==> src/rtl/axi_lite_master.sv <==
// Single-outstanding AXI4-Lite master: turns a simple request/response port
// into AR/R or AW/W/B transactions, one at a time.
module axi_lite_master #(
   parameter int unsigned ADDR_W = 32,
   parameter int unsigned DATA_W = 32
) (
   input  logic              clk,
   input  logic              rst,
   // request / response side
   input  logic              req_valid,
   output logic              req_ready,
   input  logic              req_we,
   input  logic [ADDR_W-1:0] req_addr,
   input  logic [DATA_W-1:0] req_wdata,
   input  logic [7:0]        req_wmask,
   output logic              rsp_valid,
   output logic [DATA_W-1:0] rsp_rdata,
   // AXI read channels
   output logic [ADDR_W-1:0] maxi_araddr,
   output logic              maxi_arvalid,
   input  logic              maxi_arready,
   input  logic              maxi_rvalid,
   output logic              maxi_rready,
   input  logic [DATA_W-1:0] maxi_rdata,
   // AXI write channels
   output logic [ADDR_W-1:0] maxi_awaddr,
   output logic              maxi_awvalid,
   input  logic              maxi_awready,
   output logic [DATA_W-1:0] maxi_wdata,
   output logic              maxi_wvalid,
   input  logic              maxi_wready,
   input  logic              maxi_bvalid,
   output logic              maxi_bready,
   output logic [7:0]        wmask
);

   typedef enum logic [2:0] {
      IDLE,
      RD_AR,
      RD_R,
      WR_AW_W,
      WR_B
   } state_t;

   localparam logic [ADDR_W-1:0] RST_ADDR = ADDR_W'(32'h8000_0000);

   state_t              r_state;
   state_t              w_next;
   logic [ADDR_W-1:0]   r_addr;
   logic [DATA_W-1:0]   r_wdata;
   logic [7:0]          r_wmask;
   logic [DATA_W-1:0]   r_rdata;
   logic                r_rsp_valid;
   logic                r_aw_done;
   logic                r_w_done;

   logic                w_accept;
   logic                w_ar_fire;
   logic                w_r_fire;
   logic                w_aw_fire;
   logic                w_w_fire;
   logic                w_b_fire;

   always_ff @(posedge clk) begin
      if (rst) begin
         r_state <= IDLE;
      end else begin
         r_state <= w_next;
      end
   end

   // Valids are decoded from registered state/flags only, never from READY.
   always_comb begin
      req_ready    = 1'b0;
      maxi_arvalid = 1'b0;
      maxi_rready  = 1'b0;
      maxi_awvalid = 1'b0;
      maxi_wvalid  = 1'b0;
      maxi_bready  = 1'b0;
      w_next       = r_state;

      case (r_state)
         IDLE: begin
            req_ready = 1'b1;
            if (req_valid) begin
               w_next = req_we ? WR_AW_W : RD_AR;
            end
         end
         RD_AR: begin
            maxi_arvalid = 1'b1;
            if (maxi_arready) begin
               w_next = RD_R;
            end
         end
         RD_R: begin
            maxi_rready = 1'b1;
            if (maxi_rvalid) begin
               w_next = IDLE;
            end
         end
         WR_AW_W: begin
            maxi_awvalid = !r_aw_done;
            maxi_wvalid  = !r_w_done;
            if ((r_aw_done || maxi_awready) && (r_w_done || maxi_wready)) begin
               w_next = WR_B;
            end
         end
         WR_B: begin
            maxi_bready = 1'b1;
            if (maxi_bvalid) begin
               w_next = IDLE;
            end
         end
         default: w_next = IDLE;
      endcase
   end

   assign w_accept  = req_valid    && req_ready;
   assign w_ar_fire = maxi_arvalid && maxi_arready;
   assign w_r_fire  = maxi_rvalid  && maxi_rready;
   assign w_aw_fire = maxi_awvalid && maxi_awready;
   assign w_w_fire  = maxi_wvalid  && maxi_wready;
   assign w_b_fire  = maxi_bvalid  && maxi_bready;

   always_ff @(posedge clk) begin
      if (rst) begin
         r_addr      <= RST_ADDR;
         r_wdata     <= '0;
         r_wmask     <= '0;
         r_rdata     <= '0;
         r_rsp_valid <= 1'b0;
         r_aw_done   <= 1'b0;
         r_w_done    <= 1'b0;
      end else begin
         r_rsp_valid <= w_r_fire || w_b_fire;
         if (w_accept) begin
            r_addr  <= req_addr;
            r_wdata <= req_wdata;
            r_wmask <= req_wmask;
         end
         if (w_r_fire) begin
            r_rdata <= maxi_rdata;
         end
         if (w_b_fire) begin
            r_aw_done <= 1'b0;
            r_w_done  <= 1'b0;
         end else begin
            if (w_aw_fire) begin
               r_aw_done <= 1'b1;
            end
            if (w_w_fire) begin
               r_w_done <= 1'b1;
            end
         end
      end
   end

   assign rsp_valid   = r_rsp_valid;
   assign rsp_rdata   = r_rdata;
   assign maxi_araddr = r_addr;
   assign maxi_awaddr = r_addr;
   assign maxi_wdata  = r_wdata;
   assign wmask       = r_wmask;

   // w_ar_fire only documents the AR handshake; the state decode already covers it.
   logic w_unused;
   assign w_unused = w_ar_fire;

endmodule

==> config.mk <==
export PLATFORM = sky130hd
export DESIGN_NAME = axi_lite_master
export DESIGN_NICKNAME = d
export VERILOG_FILES = /design/src/rtl/axi_lite_master.sv
export SDC_FILE = /design/constraint.sdc
export NUM_CORES = 1
export LEC_CHECK = 0
export ABC_AREA = 1
export BUFFER_PORTS_ARGS = -buffer_cell sky130_fd_sc_hd__buf_2
export CORE_UTILIZATION = 40
export DETAILED_ROUTE_END_ITERATION = 10
export PLACE_DENSITY_LB_ADDON = 0.2
export SLEW_MARGIN = 30
export SYNTH_ARGS = -nofsm -noshare
export SYNTH_HDL_FRONTEND = slang
export SYNTH_SLANG_ARGS = --single-unit
==> constraint.sdc <==
create_clock -name clk -period 3 [get_ports clk]
set_input_delay 0.9 -clock clk [delete_from_list [all_inputs] [get_ports clk]]
set_output_delay 0.9 -clock clk [all_outputs]
set_load 0.01 [all_outputs]
==> metrics.csv, run 1 <==
metric;value;unit
vdd_drop_max;0.3722;mV
antenna_left;0;
routabilityCongestion;0.7787;
grt_pass1_wl;17.68;mm
hold_start;maxi_wdata[13];
fillers;1035;
ioPinCount;256;
clockRootBuffer;clkbuf_8;
rows;37;
ys_types;22;
arrival;1.48;ns
crit_path_max_incr_delay;0.48;ns
multiInputGateArea;1628;um2
crit_start;r_state[0];
place_area;5388;um2
syn-num-nets;657;
worstMarginPinSlew;0.8747;ns
reg2reg_slack;1.22;ns
htree_levels;3;
cp_common_cell;nor2_1;
dp_hpwl;8.094;mm
synth_edf_count;0;
fin_crit_sh;79.18;%
postCtsSetupRepairBufs;0;
synth_top_cell_by_area;dfxtp_1;
final_layout_size_suffix_gt1_share;42.78;%
critPathKind;flip-flop to output port;
hold_buffers;0;
hold_ws;0.4678;ns
synthArstFlopShare;0;%
cts_buffers;9;
start_util;41.60;%
grt-ovfl-total;0;
min_period;2.375;ns
synth_fa_ha_area_share;0;%
postLayoutCoreUtil;53.41;%
path_cells;nand2_1, nor2_1, inv_1, nor2_1, buf_2;
ys_top_cells_by_area;dfxtp_1 (51%), nand2_1 (12%), nor2_1 (6.6%), a21oi_1 (6.0%), buf_4 (5.7%);
worst_setup_path_start_kind;flip-flop;
path_clk_slew;0.10;ns
reg2reg_depth;7;
track_usage;19.85;%
synth_compound_area_share;14.09;%
final_cells;891;
yosysWarnings;0;
synthMuxAreaShare;0;%
num_antenna_cells;0;
setup_viol;0;
status;finished, final reports clean;
num_vias;4094;
drv_cap;0;
finalHoldViolCount;0;
hold_class;flip-flop to flip-flop;
yosysMostFrequentCell;nand2_1;
hold_depth;2;
wl_per_cell;12.61;um
cts_resized;0;
netlist_instances;544;
max_freq;421.0;MHz
critPathMaxFanout;6;
synthFlopType;dfxtp_1;
grt_pass1_vias;3719;
routed_wl;11.24;mm
tns;0;ns
power.density;809.8;nW/um2
die_h;106.1;um
postSynthAreaPerCell;7.965;um2
die_area;11250;um2
slew_viol_final;0;
synth_xor_area_share;0;%
coreArea;10420;um2
netlist_area;4333;um2
grt_setup_unrepaired;false;
drtIter0Drc;175;
crit_path_end_kind;output port;
dr.pass1.iters;5;
insertion_delay;0.36;ns
cp_top_family;flip-flops;
dieWidth;106.1;um
cp.required;2.10;ns
ys_seq_area_share;50.82;%
portBuffers;255;
critPathBufInv;2;
rr_endpoint;wmask[7];
rr_startpoint;r_state[2];
cts_tree;done;
finClkSkew;0.01685;ns
clock-sinks;110;
grt_max_degree;74;
whs_endpoint;maxi_wdata[13];
synth_top_area_share;50.82;%
drc_errors;0;
area_delta_synth_final;28.39;%
clock_path_buffers;2;
viasPerCell;4.595;
final_area;5563;um2
slew_headroom;41.68;%
yosys.area_share.simple;23.48;%
p_leak;2.851;nW
place_inst;876;
ys_ff_latch;110;
synth_common_cells;nand2_1 (139), dfxtp_1 (110), nor2_1 (76);
synth_top_family_by_area;simple AND/OR/NAND/NOR gates;
final_nets;864;
antenna_found_initial;0;
regArea;2202;um2
slowest_stage;dfxtp_1;
## power by group
part	internal, mW	total [mW]	switching [mW]	leakage [nW]
Sequential	1.79	1.99	0.208	0.899
Clock	0.348	0.816	0.468	0.0861
Combinational	0.642	1.70	1.05	1.87
## logic make-up (layout without fill, tap and decap cells)
kind of cell / count (synthesis) / in the layout
DFF: 110 / 110
and+or+nand+nor: 247 / 247
AOI/OAI and AO/OA: 107 / 107
buffers and inverters: 80 / 291
## layout by cell type, fill, tap and decap left out
cell type   instances
buf_2             255
nand2_1           139
dfxtp_1           110
nor2_1             76
a21oi_1            52
nand2_2            22
a21oi_2            20
o21ai_1            19
o21ai_0            16
inv_1              11
clkbuf_8           11
nand3_1             4
buf_4               4
inv_2               3
nor2_4              2
clkbuf_1            2
nor3_1              1
nor2_2              1
nand2_4             1
clkinv_2            1
clkinv_1            1
nand3b_1            1
inv_6               1
clkinvlp_4          1
buf_12              1
## layout make-up
cell class | instances | share of cell area [%]
Sequential cell | 110 | 39.59
Multi-Input combinational cell | 354 | 29.26
Timing Repair Buffer | 260 | 23.84
Tap cell | 136 | 3.059
Clock buffer | 13 | 2.856
Inverter | 16 | 1.102
Clock inverter | 2 | 0.2924
## per-layer routing
metal | part of all wire, % | up-vias | GRT usage [%]
met4 | 2.1 | 0 | 8.829
met5 | 0 | - | 0
li1 | - | 2091 | -
met2 | 49 | 170 | 34.45
met3 | 7.4 | 18 | 5.641
met1 | 42 | 1815 | 22.60
## through the flow
stage	power [mW]	worst slack [ns]
2_1_floorplan	3.257	1.216
3_3_place_gp	3.706	0.8437
3_5_place_dp	3.744	0.8351
4_1_cts	4.571	0.6114
5_1_grt	4.846	0.5328
6_report	4.505	0.6247
## worst register-to-register path, delay by kind of cell, from the launching register on
family                 cells  cell delay (ns)
buffers and inverters      2             0.68
flip-flops                 1             0.45
AO/OA/AOI/OAI              1             0.16
AND/OR/NAND/NOR            4             0.42
## flip-flops by register name, summed over array words and instances (netlist names)
name / cells
rsp_valid: 1
maxi_wdata: 32
r_w_done: 1
maxi_araddr: 32
r_state: 3
r_aw_done: 1
rsp_rdata: 32
wmask: 8
## how the worst max path moves through the flow
| stage | endpoint | cells past startpoint |
|---|---|---|
| 2_1_floorplan | maxi_awvalid | 4 |
| 3_3_place_gp | r_state[0] | 6 |
| 3_5_place_dp | r_state[0] | 6 |
| 4_1_cts | maxi_awvalid | 5 |
| 5_1_grt | maxi_awvalid | 5 |
| 6_report | maxi_awvalid | 5 |
Power figures use the tool's default switching activity.
==> inputs of run 2 (changes only) <==
clock period = 2.4 ns   (was 3 ns; I/O delays follow)
==> run 2 against run 1 <==
Against the previous run: sequential share of layout area down 0.79 points; first-iteration DRC count up 46%; register-to-register slack worse by 0.42 ns; routed wire length up 1.1%; design area up 2.0%; global-route usage up 0.37 points; die area unchanged; worst setup slack worse by 0.39 ns; highest routed layer unchanged; clock power up 62%; non-clock buffer count up 2; critical path depth unchanged; sequential power up 26%.
==> metrics.csv, run 2 (synthesis gave the netlist of run 1 again) <==
metric;value;unit;change
status;finished, final reports clean;;
wl_per_cell;12.70;um;+0.71%
viasPerCell;4.615;;+0.44%
dieWidth;106.1;um;unchanged
num_vias;4126;;+0.78%
ioPinCount;256;;unchanged
htree_levels;3;;unchanged
hold_buffers;0;;unchanged
start_util;41.60;%;unchanged
top_usage_layer;met2;;
finClkSkew;0.01011;ns;-0.006744 ns
critPathKind;flip-flop to output port;;
vdd_drop_max;0.4646;mV;+25%
postCtsSetupRepairBufs;0;;unchanged
preCtsSetupSlack;0.5645;ns;-0.2706 ns
grt-ovfl-total;0;;unchanged
final_layout_size_suffix_gt1_share;43.14;%;+0.36 points
setup_viol;0;;unchanged
clockRootBuffer;clkbuf_8;;
area_delta_synth_final;30.98;%;
num_antenna_cells;0;;unchanged
routed_wl;11.36;mm;+1.1%
arrival;1.45;ns;-0.03 ns
grt_use_met2;34.92;%;+0.47 points
max_freq;461.5;MHz;
die_area;11250;um2;unchanged
antenna_left;0;;unchanged
layout_commonest_cell;buf_2;;
slew_viol_final;0;;unchanged
min_period;2.167;ns;
use_met3;6.131;%;+0.49 points
routabilityCongestion;0.7952;;+2.1%
tns;0;ns;unchanged
critPathMaxFanout;6;;unchanged
clock_path_buffers;2;;unchanged
final_nets;866;;+0.23%
crit_path_end_kind;output port;;
drc_errors;0;;unchanged
cts_tree;done;;
hold_ws;0.4659;ns;-0.001812 ns
cp.required;1.68;ns;-0.42 ns
grt_pass1_vias;3818;;+2.7%
finalHoldViolCount;0;;unchanged
use_met1;22.96;%;+0.35 points
p_leak;2.904;nW;+1.8%
coreArea;10420;um2;unchanged
dr.pass1.iters;4;;-1
clock-sinks;110;;unchanged
cts_resized;0;;unchanged
antenna_found_initial;0;;unchanged
path_clk_slew;0.10;ns;about the same
worst_setup_path_start_kind;flip-flop;;
final_cell_mix;buf_2 (255), nand2_1 (139), dfxtp_1 (110);;
die_h;106.1;um;unchanged
portBuffers;255;;unchanged
insertion_delay;0.36;ns;about the same
drv_cap;0;;unchanged
power.density;1056;nW/um2;+30%
grt_setup_unrepaired;false;;
setup_slack;0.2330;ns;-0.3918 ns
dp_hpwl;8.291;mm;+2.4%
worstMarginPinSlew;0.6354;ns;-0.2393 ns
grt_max_degree;74;;unchanged
track_usage;20.22;%;+0.37 points
cts_buffers;9;;unchanged
rows;37;;unchanged
fin_crit_sh;90.29;%;
grt_pass1_wl;18.00;mm;+1.8%
slew_headroom;57.64;%;+16 points
drtIter0Drc;256;;+46%
hold_class;flip-flop to flip-flop;;
run 2: changes by cell type in the layout (fill, tap and decap cells not counted), sizes merged:
cell | previous run | this run
bufinv | 0 | 3
inv | 15 | 14
clkinv | 2 | 3
buf | 260 | 262
clkbuf | 13 | 11
run 2: report_power, final:
part | internal, mW | switching [mW] | leakage [nW]
clock | 0.724 | 0.600 | 0.120
combinational | 0.847 | 1.32 | 1.88
sequential | 2.23 | 0.264 | 0.899
total | 3.80 | 2.19 | 2.90
run 2: worst max-delay path, cell delays in order, from the launching register on:
cell and delay [ns]:
dfxtp_1 0.47, nand2_1 0.08, nor2_1 0.18, inv_1 0.11, nor2_1 0.10, buf_2 0.14
run 2: metrics by stage:
stage / total power, mW / util, % / std cells / area [um2]
2_1_floorplan: 4.072 / - / 544 / 4333
3_3_place_gp: 4.689 / 52.11 / 878 / 5428
3_5_place_dp: 4.729 / 52.11 / 878 / 5428
4_1_cts: 6.067 / 54.49 / 894 / 5675
5_1_grt: 6.413 / 54.49 / 894 / 5675
6_report: 5.991 / 54.49 / 894 / 5675
run 2: per-layer routing:
layer  share of wire (%)  vias to the layer above
li1                    -                     2096
met1                  41                     1839
met2                  49                      174
met3                 8.3                       17
met4                 2.2                        0
met5                   0                        -
run 2: layout make-up:
| cell class | instances | area (um2) |
|---|---|---|
| well taps | 136 | 170.2 |
| repair buffers | 262 | 1366 |
| inverters | 16 | 61.31 |
| flip-flops and latches | 110 | 2202 |
| clock buffers | 11 | 141.4 |
| clock inverters | 5 | 106.4 |
| fillers | 1013 | 4741 |
| multi-input cells | 354 | 1628 |
run 2: final timing paths:
| check | start | end | slack [ns] | depth (start not counted) |
|---|---|---|---|---|
| max | r_state[0] | maxi_wvalid | 0.23 | 5 |
| max reg2reg | r_state[2] | maxi_wdata[28] | 0.80 | 8 |
| min | maxi_wdata[11] | maxi_wdata[11] | 0.47 | 2 |
| min reg2reg | maxi_wdata[11] | maxi_wdata[11] | 0.47 | 2 |
